--- config.mk ---
export PLATFORM = sky130hd
export DESIGN_NAME = univ_shift_reg_n
export DESIGN_NICKNAME = d
export VERILOG_FILES = /design/src/rtl/univ_shift_pkg.sv /design/src/rtl/shift_step_n.sv /design/src/rtl/univ_shift_reg_n.sv
export SDC_FILE = /design/constraint.sdc
export NUM_CORES = 1
export LEC_CHECK = 0
export ABC_AREA = 1
export CORE_MARGIN = 2
export CORE_UTILIZATION = 30
export DETAILED_ROUTE_END_ITERATION = 7
export PLACE_DENSITY_LB_ADDON = 0.12
export SETUP_SLACK_MARGIN = 0.15
export SLEW_MARGIN = 20
export SYNTH_ARGS = -nofsm -noshare
export SYNTH_HDL_FRONTEND = slang
export SYNTH_HIERARCHICAL = 1
export SYNTH_SLANG_ARGS = --single-unit
--- constraint.sdc ---
create_clock -name clk -period 2.25 [get_ports clk]
set_input_delay 0.225 -clock clk [delete_from_list [all_inputs] [get_ports clk]]
set_output_delay 0.225 -clock clk [all_outputs]
set_load 0.02 [all_outputs]
--- src/rtl/univ_shift_pkg.sv ---
// -----------------------------------------------------------------------------
// univ_shift_pkg
// Shared definitions for the universal shift register family. It holds the
// operation-select encodings and the burst engine state encoding.
// Importers: shift_step_n, univ_shift_reg_n.
// -----------------------------------------------------------------------------
package univ_shift_pkg;

  // Operation select. 3'b111 is reserved and behaves as hold.
  localparam logic [2:0] MODE_HOLD = 3'b000;
  localparam logic [2:0] MODE_SHR  = 3'b001;
  localparam logic [2:0] MODE_SHL  = 3'b010;
  localparam logic [2:0] MODE_LOAD = 3'b011;
  localparam logic [2:0] MODE_ROR  = 3'b100;
  localparam logic [2:0] MODE_ROL  = 3'b101;
  localparam logic [2:0] MODE_ASR  = 3'b110;
  localparam logic [2:0] MODE_RSVD = 3'b111;

  // Burst engine states.
  typedef enum logic [1:0] {
    ST_IDLE = 2'd0,
    ST_RUN  = 2'd1,
    ST_DONE = 2'd2
  } state_e;

endpackage

--- src/rtl/shift_step_n.sv ---
// -----------------------------------------------------------------------------
// shift_step_n
// Purely combinational next-value function for one shift-register step. The
// single-step path and the burst path share this one instance.
// Ports:
//   mode_i  : operation select (univ_shift_pkg MODE_*)
//   cur_i   : current register contents
//   sin_r_i : bit shifted into the MSB on SHR
//   sin_l_i : bit shifted into the LSB on SHL
//   parin_i : parallel load data
//   nxt_o   : register value after applying mode_i once
// -----------------------------------------------------------------------------
module shift_step_n
  import univ_shift_pkg::*;
#(
  parameter int WIDTH = 8
) (
  input  logic [2:0]       mode_i,
  input  logic [WIDTH-1:0] cur_i,
  input  logic             sin_r_i,
  input  logic             sin_l_i,
  input  logic [WIDTH-1:0] parin_i,
  output logic [WIDTH-1:0] nxt_o
);

  always_comb begin
    nxt_o = cur_i;
    case (mode_i)
      MODE_SHR:  nxt_o = {sin_r_i, cur_i[WIDTH-1:1]};
      MODE_SHL:  nxt_o = {cur_i[WIDTH-2:0], sin_l_i};
      MODE_LOAD: nxt_o = parin_i;
      MODE_ROR:  nxt_o = {cur_i[0], cur_i[WIDTH-1:1]};
      MODE_ROL:  nxt_o = {cur_i[WIDTH-2:0], cur_i[WIDTH-1]};
      MODE_ASR:  nxt_o = {cur_i[WIDTH-1], cur_i[WIDTH-1:1]};
      default:   nxt_o = cur_i;   // hold and reserved
    endcase
  end

endmodule

--- src/rtl/univ_shift_reg_n.sv ---
// -----------------------------------------------------------------------------
// univ_shift_reg_n
// Parametrised N-bit universal shift register with hold/shift/rotate/arith
// shift/load modes, serial chaining pins and a burst engine that applies a
// latched mode a programmed number of times after one start pulse.
// Ports:
//   clk    : rising-edge clock
//   clr    : asynchronous active-high reset
//   en     : single-step enable (idle only)
//   mode   : operation select
//   parin  : parallel load data
//   sin_r  : serial input into the MSB on right shift
//   sin_l  : serial input into the LSB on left shift
//   start  : burst request, sampled only in idle
//   cnt    : number of burst steps
//   out    : register contents
//   sout_r : out[0], the bit leaving on the next right shift/rotate
//   sout_l : out[WIDTH-1], the bit leaving on the next left shift/rotate
//   busy   : burst in progress
//   done   : one-cycle pulse after the last burst step
// -----------------------------------------------------------------------------
module univ_shift_reg_n
  import univ_shift_pkg::*;
#(
  parameter int WIDTH = 8,
  parameter int CNT_W = 4
) (
  input  logic             clk,
  input  logic             clr,
  input  logic             en,
  input  logic [2:0]       mode,
  input  logic [WIDTH-1:0] parin,
  input  logic             sin_r,
  input  logic             sin_l,
  input  logic             start,
  input  logic [CNT_W-1:0] cnt,
  output logic [WIDTH-1:0] out,
  output logic             sout_r,
  output logic             sout_l,
  output logic             busy,
  output logic             done
);

  state_e             state_q, state_d;
  logic [WIDTH-1:0]   out_q,   out_d;
  logic [CNT_W-1:0]   rem_q,   rem_d;
  logic [2:0]         mode_q,  mode_d;
  logic               busy_q,  busy_d;
  logic               done_q,  done_d;

  logic [2:0]         step_mode;
  logic [WIDTH-1:0]   step_nxt;

  // While a burst runs the latched mode drives the step; otherwise the live
  // mode input does (single step, or the first step of a burst).
  assign step_mode = (state_q == ST_RUN) ? mode_q : mode;

  shift_step_n #(.WIDTH(WIDTH)) u_step (
    .mode_i  (step_mode),
    .cur_i   (out_q),
    .sin_r_i (sin_r),
    .sin_l_i (sin_l),
    .parin_i (parin),
    .nxt_o   (step_nxt)
  );

  // Next-state / datapath.
  always_comb begin
    state_d = state_q;
    out_d   = out_q;
    rem_d   = rem_q;
    mode_d  = mode_q;
    case (state_q)
      ST_IDLE: begin
        if (start) begin
          mode_d = mode;
          if (cnt == '0) begin
            // Empty burst: handshake only, data untouched.
            state_d = ST_DONE;
          end else begin
            // Step 1 happens on the accepting edge itself.
            out_d = step_nxt;
            rem_d = cnt - CNT_W'(1);
            state_d = (cnt == CNT_W'(1)) ? ST_DONE : ST_RUN;
          end
        end else if (en) begin
          out_d = step_nxt;
        end
      end
      ST_RUN: begin
        out_d = step_nxt;
        rem_d = rem_q - CNT_W'(1);
        if (rem_q == CNT_W'(1)) state_d = ST_DONE;
      end
      ST_DONE: begin
        state_d = ST_IDLE;
      end
      default: begin
        state_d = ST_IDLE;
      end
    endcase
  end

  // busy/done are registered copies of the decoded next state so they come
  // straight from flops.
  always_comb begin
    busy_d = (state_d == ST_RUN);
    done_d = (state_d == ST_DONE);
  end

  always_ff @(posedge clk or posedge clr) begin
    if (clr) begin
      state_q <= ST_IDLE;
      out_q   <= '0;
      rem_q   <= '0;
      mode_q  <= MODE_HOLD;
      busy_q  <= 1'b0;
      done_q  <= 1'b0;
    end else begin
      state_q <= state_d;
      out_q   <= out_d;
      rem_q   <= rem_d;
      mode_q  <= mode_d;
      busy_q  <= busy_d;
      done_q  <= done_d;
    end
  end

  assign out    = out_q;
  assign sout_r = out_q[0];
  assign sout_l = out_q[WIDTH-1];
  assign busy   = busy_q;
  assign done   = done_q;

endmodule

# After elaboration in Yosys (flattened, before gate mapping)
# Index checks and enable logic that the tools add are counted.
# op_classes
addsub	2
n_eq_ne	15
n_mux	14
n_reduce_logical	6
# op_table
operator	count
8-bit one-hot mux with 6 select lines	1
8-bit two-way mux	3
8-bit one-hot mux with 2 select lines	1
3-bit equality test (second input constant)	3
4-bit by 1-bit equality test with 1-bit output (second input constant)	2
2-bit two-way mux	4
4-bit two-way mux	2
4-bit one-hot mux with 2 select lines	1
4-bit by 1-bit subtractor with 4-bit output (second input constant)	2
3-bit by 2-bit equality test with 1-bit output (second input constant)	2
3-bit inequality test (second input constant)	2
3-bit AND reduction	2
2-bit by 1-bit equality test with 1-bit output (second input constant)	2
4-bit zero test	1
2-bit inequality test (second input constant)	2
2-bit one-hot mux with 2 select lines	1
3-bit by 1-bit equality test with 1-bit output (second input constant)	1
3-bit two-way mux	1
2-bit equality test (second input constant)	1
2-bit zero test	1
2-bit AND reduction	1
2-bit nonzero test	1
# totals
register_bits	19
inputBits	21
out_inout_bits	12
elab_cells	43

# Longest topological paths before layout
# depth
depth_word	7
depth_mapped	15
mapped_depth_nobuf	13

# Cells and area by module
# Netlist, hierarchy kept.
# by_module_without_submodules
mod	n_inst	cells_per_inst	area_each_um2	seq_area_each_um2
univ_shift_reg_n	1	131	1021.0	475.5
shift_step_n	1	120	673.1	0.0

# Worst setup path before layout
# Ideal clock, no wire load.
# synth_timing
kind	reg-to-reg
startpoint	register state_q[1]
endpoint	register out_q[3] (netlist: out[3])
setup_ps	117
arrival_time_ps	1696
required_time_ps	2133
path_slack_ps	436
stages_incl_launch_ff	14
path_buffers	3
synth_period_minus_slack_ps	1814
cell_sequence	dfrtp_1 nor2_4 inv_2 buf_2 o21ai_0 buf_6 inv_4 buf_6 nand4_1 nand2_1 nor2_1 nand3_1 nand2_1 nand2_1
# synth_via
elab_chain_len	7
word_cells_on_any_way	18
cone_classes	9 x eq/ne; 6 x mux; 3 x reduce/logical
# synth_lines
element	line	rtl
start: declaration	univ_shift_reg_n.sv:44	state_e state_q, state_d;
start signal: assignment	univ_shift_reg_n.sv:120	state_q <= state_d;
2-bit by 1-bit equality test with 1-bit output *	univ_shift_reg_n.sv:56	assign step_mode = (state_q == ST_RUN) ? mode_q : mode;
3-bit two-way mux *	univ_shift_reg_n.sv:56	
via step_mode[1]	univ_shift_reg_n.sv:51	logic [2:0] step_mode;
3-bit equality test, or another cell as far along	shift_step_n.sv:28	case (mode_i)
8-bit one-hot mux with 6 select lines *	shift_step_n.sv:28	
8-bit two-way mux (on tied branches)	univ_shift_reg_n.sv:86, univ_shift_reg_n.sv:77	
8-bit two-way mux	univ_shift_reg_n.sv:75	if (start) begin
8-bit one-hot mux with 2 select lines *	univ_shift_reg_n.sv:73	case (state_q)
via out_d[3]	univ_shift_reg_n.sv:45	logic [WIDTH-1:0] out_q, out_d;
end signal: assignment	univ_shift_reg_n.sv:121	out_q <= out_d;
end: declaration	univ_shift_reg_n.sv:45	
# Mark *: on every way through the listed nets, which the timed path passes. The rest lies on a longest branch. The select of a mux whose other input is x is not followed.
# A chain may end at the register's enable or synchronous reset.

# Worst setup path in the final report
# layout_timing
startpoint	register state_q[1]
endpoint	register out_q[7] (netlist: out[7])
# The elaborated chain is that of the path after synthesis.

==> impl_metrics.tcl <==
set metrics [dict create \
    status "complete, no violations" \
    clock_skew_ns 0.00705 \
    yosys.area.top_type_share_pct 28.1 \
    path_max_fanout 18 \
    ys.flop_type "dfrtp_1" \
    setup_viol 0 \
    finalHoldViolCount 0 \
    grt_use_total_pct 14.8 \
    cp_slowest_cell "dfrtp_1" \
    timing.reg2reg.setup_slack_ns 0.41 \
    drive_gt1_share_pct 11.7 \
    path_clk_slew_ns 0.08 \
    synth_nets 276 \
    clock.fmax_mhz 544 \
    cp_top_family "simple AND/OR/NAND/NOR gates" \
    drtPass1Iterations 4 \
    fillerInstances 592 \
    ys_seq_area_share_pct 28.1 \
    r2r_cells 12 \
    antenna_found_initial 0 \
    worst_pin_slew_ns 0.767 \
    avgRoutedWirePerCell_um 12.2 \
    route.met3.wl_um 240 \
    min_path_type "input pin to asynchronous set/reset pin" \
    yosys.area.top_type "dfrtp_1" \
    finalCriticalPeriod_ns 1.84 \
    clock_sinks 19 \
    r2r_end "out[7]$_DFFE_PP0P_" \
    cpMostUsedCell "nand2_1" \
    maxCapViolCount 0 \
    num_rows 27 \
    io_pins 33 \
    drt_iter0_drc 114 \
    core_area_sq_mm 0.00547 \
    grt_max_degree 20 \
    cts-root-buf "clkbuf_8" \
    cp-startpoint "state_q[1]$_DFF_PP0_" \
    post-route-period-util_pct 81.7 \
    crit_path_end_kind "flip-flop" \
    highest_layer "met4" \
    clockBufferDepth 2 \
    synthDistinctLibCells 25 \
    crit_required_ns 2.45 \
    power_per_cell_area_mw_per_mm2 1590 \
    fin_ws_ns 0.413 \
    syn_area_per_cell_sq_um 6.75 \
    crit_type "flip-flop to flip-flop" \
    regArea_sq_um 475 \
    wirelength_um 4330 \
    syn_inst 251 \
    design.die.area_sq_mm 0.00626 \
    ys_top_cells_by_area "dfrtp_1 28%, nand2_1 18%, nand4_1 11%" \
    synth_area_sq_mm 0.00169 \
    max-slew-margin-rel_pct 48.8 \
    dp_slack_ns 0.288 \
    grt_pass1_vias 1574 \
    start_kind "flip-flop" \
    hold_buffers 0 \
    vias 1700 \
    drv_slew 0 \
    cts_inserted_buffers 3 \
    grt_pass1_wl_um 7480 \
    hpwl_um 3170 \
    cp_cell_sequence "nor2_4 -> inv_2 -> o21ai_1 -> buf_12 -> inv_4 -> nand3_2 -> nand2_2 -> nor2_8 -> nand2_1 -> nand3_1 -> nand2_1 -> nand2_1" \
    multi_input_area_sq_um 995 \
    path_buf_inv 3 \
    antenna_cells 0 \
    drtAntennaViolNets 0 \
    htree_levels 1 \
    ir_drop_uv 461 \
    rsz0062_at_grt "no" \
    synth-seq-cells 19 \
    portBuffers 32 \
    gp_congestion 0.791 \
    overflow 0 \
    cp.arrival_ns 2.04 \
    syn_to_final_growth_pct 24.9 \
    insertion_delay_ns 0.26 \
    fp.dieH_um 79.1 \
    met1Wirelength_um 2090 \
    route.detailed.drc 0 \
    wl_met2_um 1960 \
    async_flop_share_pct 100 \
    fp.dieW_um 79.1 \
    fin_nets 308 \
    leakagePower_uw 0.00106 \
    tns_ns 0 \
    cp_slowest_stage_delay_ns 0.42 \
    avgViaCountPerCell 4.80 \
    synth-edff-count 0 \
    r2r-start "state_q[1]$_DFF_PP0_" \
    initial_core_util_pct 31.0 \
    synth_warnings 6 \
    cts_tree "done" \
]
## flip-flops by register name, summed over array words and instances (netlist names)
signal and cells:
busy 1, out 8, done 1, state_q 2
mode_q 3, rem_q 4
## logic make-up after synthesis
| group | synth area share [%] |
|---|---|
| compound gates | 5.69 |
| fa+ha+maj | 2.95 |
| buf+inv | 13.7 |
| flops | 28.1 |
| simple gates | 49.6 |
## layer usage
| metal | track usage [%] | vias to the layer above |
|---|---|---|
| met4 | 4.83 | 0 |
| met2 | 23.8 | 41 |
| met5 | 0 | - |
| met1 | 20.1 | 755 |
| met3 | 2.73 | 5 |
| li1 | - | 899 |
## power breakdown
part	internal, uW	switching, uW
clock network	123	123
registers	513	186
logic	915	1510
## cells in the final DEF (no fill, tap or decap), drive strengths merged, types with 3 or more instances in the layout
cell and count:
nand4 30, inv 27, buf 9, clkbuf 3
ha 4, a21oi 4, nor2 21, nand3 34
dfrtp 19, clkdlybuf4s50 32, nand2 86, o21ai 9
## timing repair
action,in CTS,in global routing
endpoints found under the hold margin,0,0
setup endpoints to repair,0,7
buffers inserted,0,2
resized for setup,0,0
## worst max-delay path by stage
stage / cells past startpoint / endpoint
after floorplan: 13 / out[3]$_DFFE_PP0P_
after detailed placement: 12 / out[7]$_DFFE_PP0P_
after CTS: 12 / out[7]$_DFFE_PP0P_
final: 12 / out[7]$_DFFE_PP0P_
after global routing: 12 / out[7]$_DFFE_PP0P_
after global placement: 12 / out[4]$_DFFE_PP0P_
## synth_stat cells, types with 4 or more instances
cell type	count
dfrtp_1	19
nand2_1	80
inv_1	23
a21oi_1	4
buf_4	6
nand4_1	30
nor2_1	16
buf_6	6
ha_1	4
o21ai_0	7
nand3_1	32
## area by class of cell
type	count	area share, %
Multi-Input combinational cell	191	47.0
Sequential cell	19	22.5
Clock buffer	3	1.95
Clock inverter	1	0.237
Tap cell	72	4.26
Timing Repair Buffer	41	18.9
Inverter	27	5.14
## through the flow
step                power [uW]  cells  hold WS [ns]  area [sq um]  utilization, %
CTS                       3370    352         0.427          2100            38.4
floorplan                 2560    251         0.176          1690               -
global placement          3130    348         0.480          2050            37.5
finish                    3370    354         0.392          2120            38.7
detailed placement        3120    348         0.481          2050            37.5
global route              3740    354         0.488          2120            38.7
## worst reg2reg max path, stage by stage (launching register included)
cell	delay, ns
dfrtp_1	0.42
nor2_4	0.16
inv_2	0.08
o21ai_1	0.21
buf_12	0.19
inv_4	0.11
nand3_2	0.08
nand2_2	0.08
nor2_8	0.17
nand2_1	0.07
nand3_1	0.09
nand2_1	0.06
nand2_1	0.06
(Power assumes the default switching activity.)
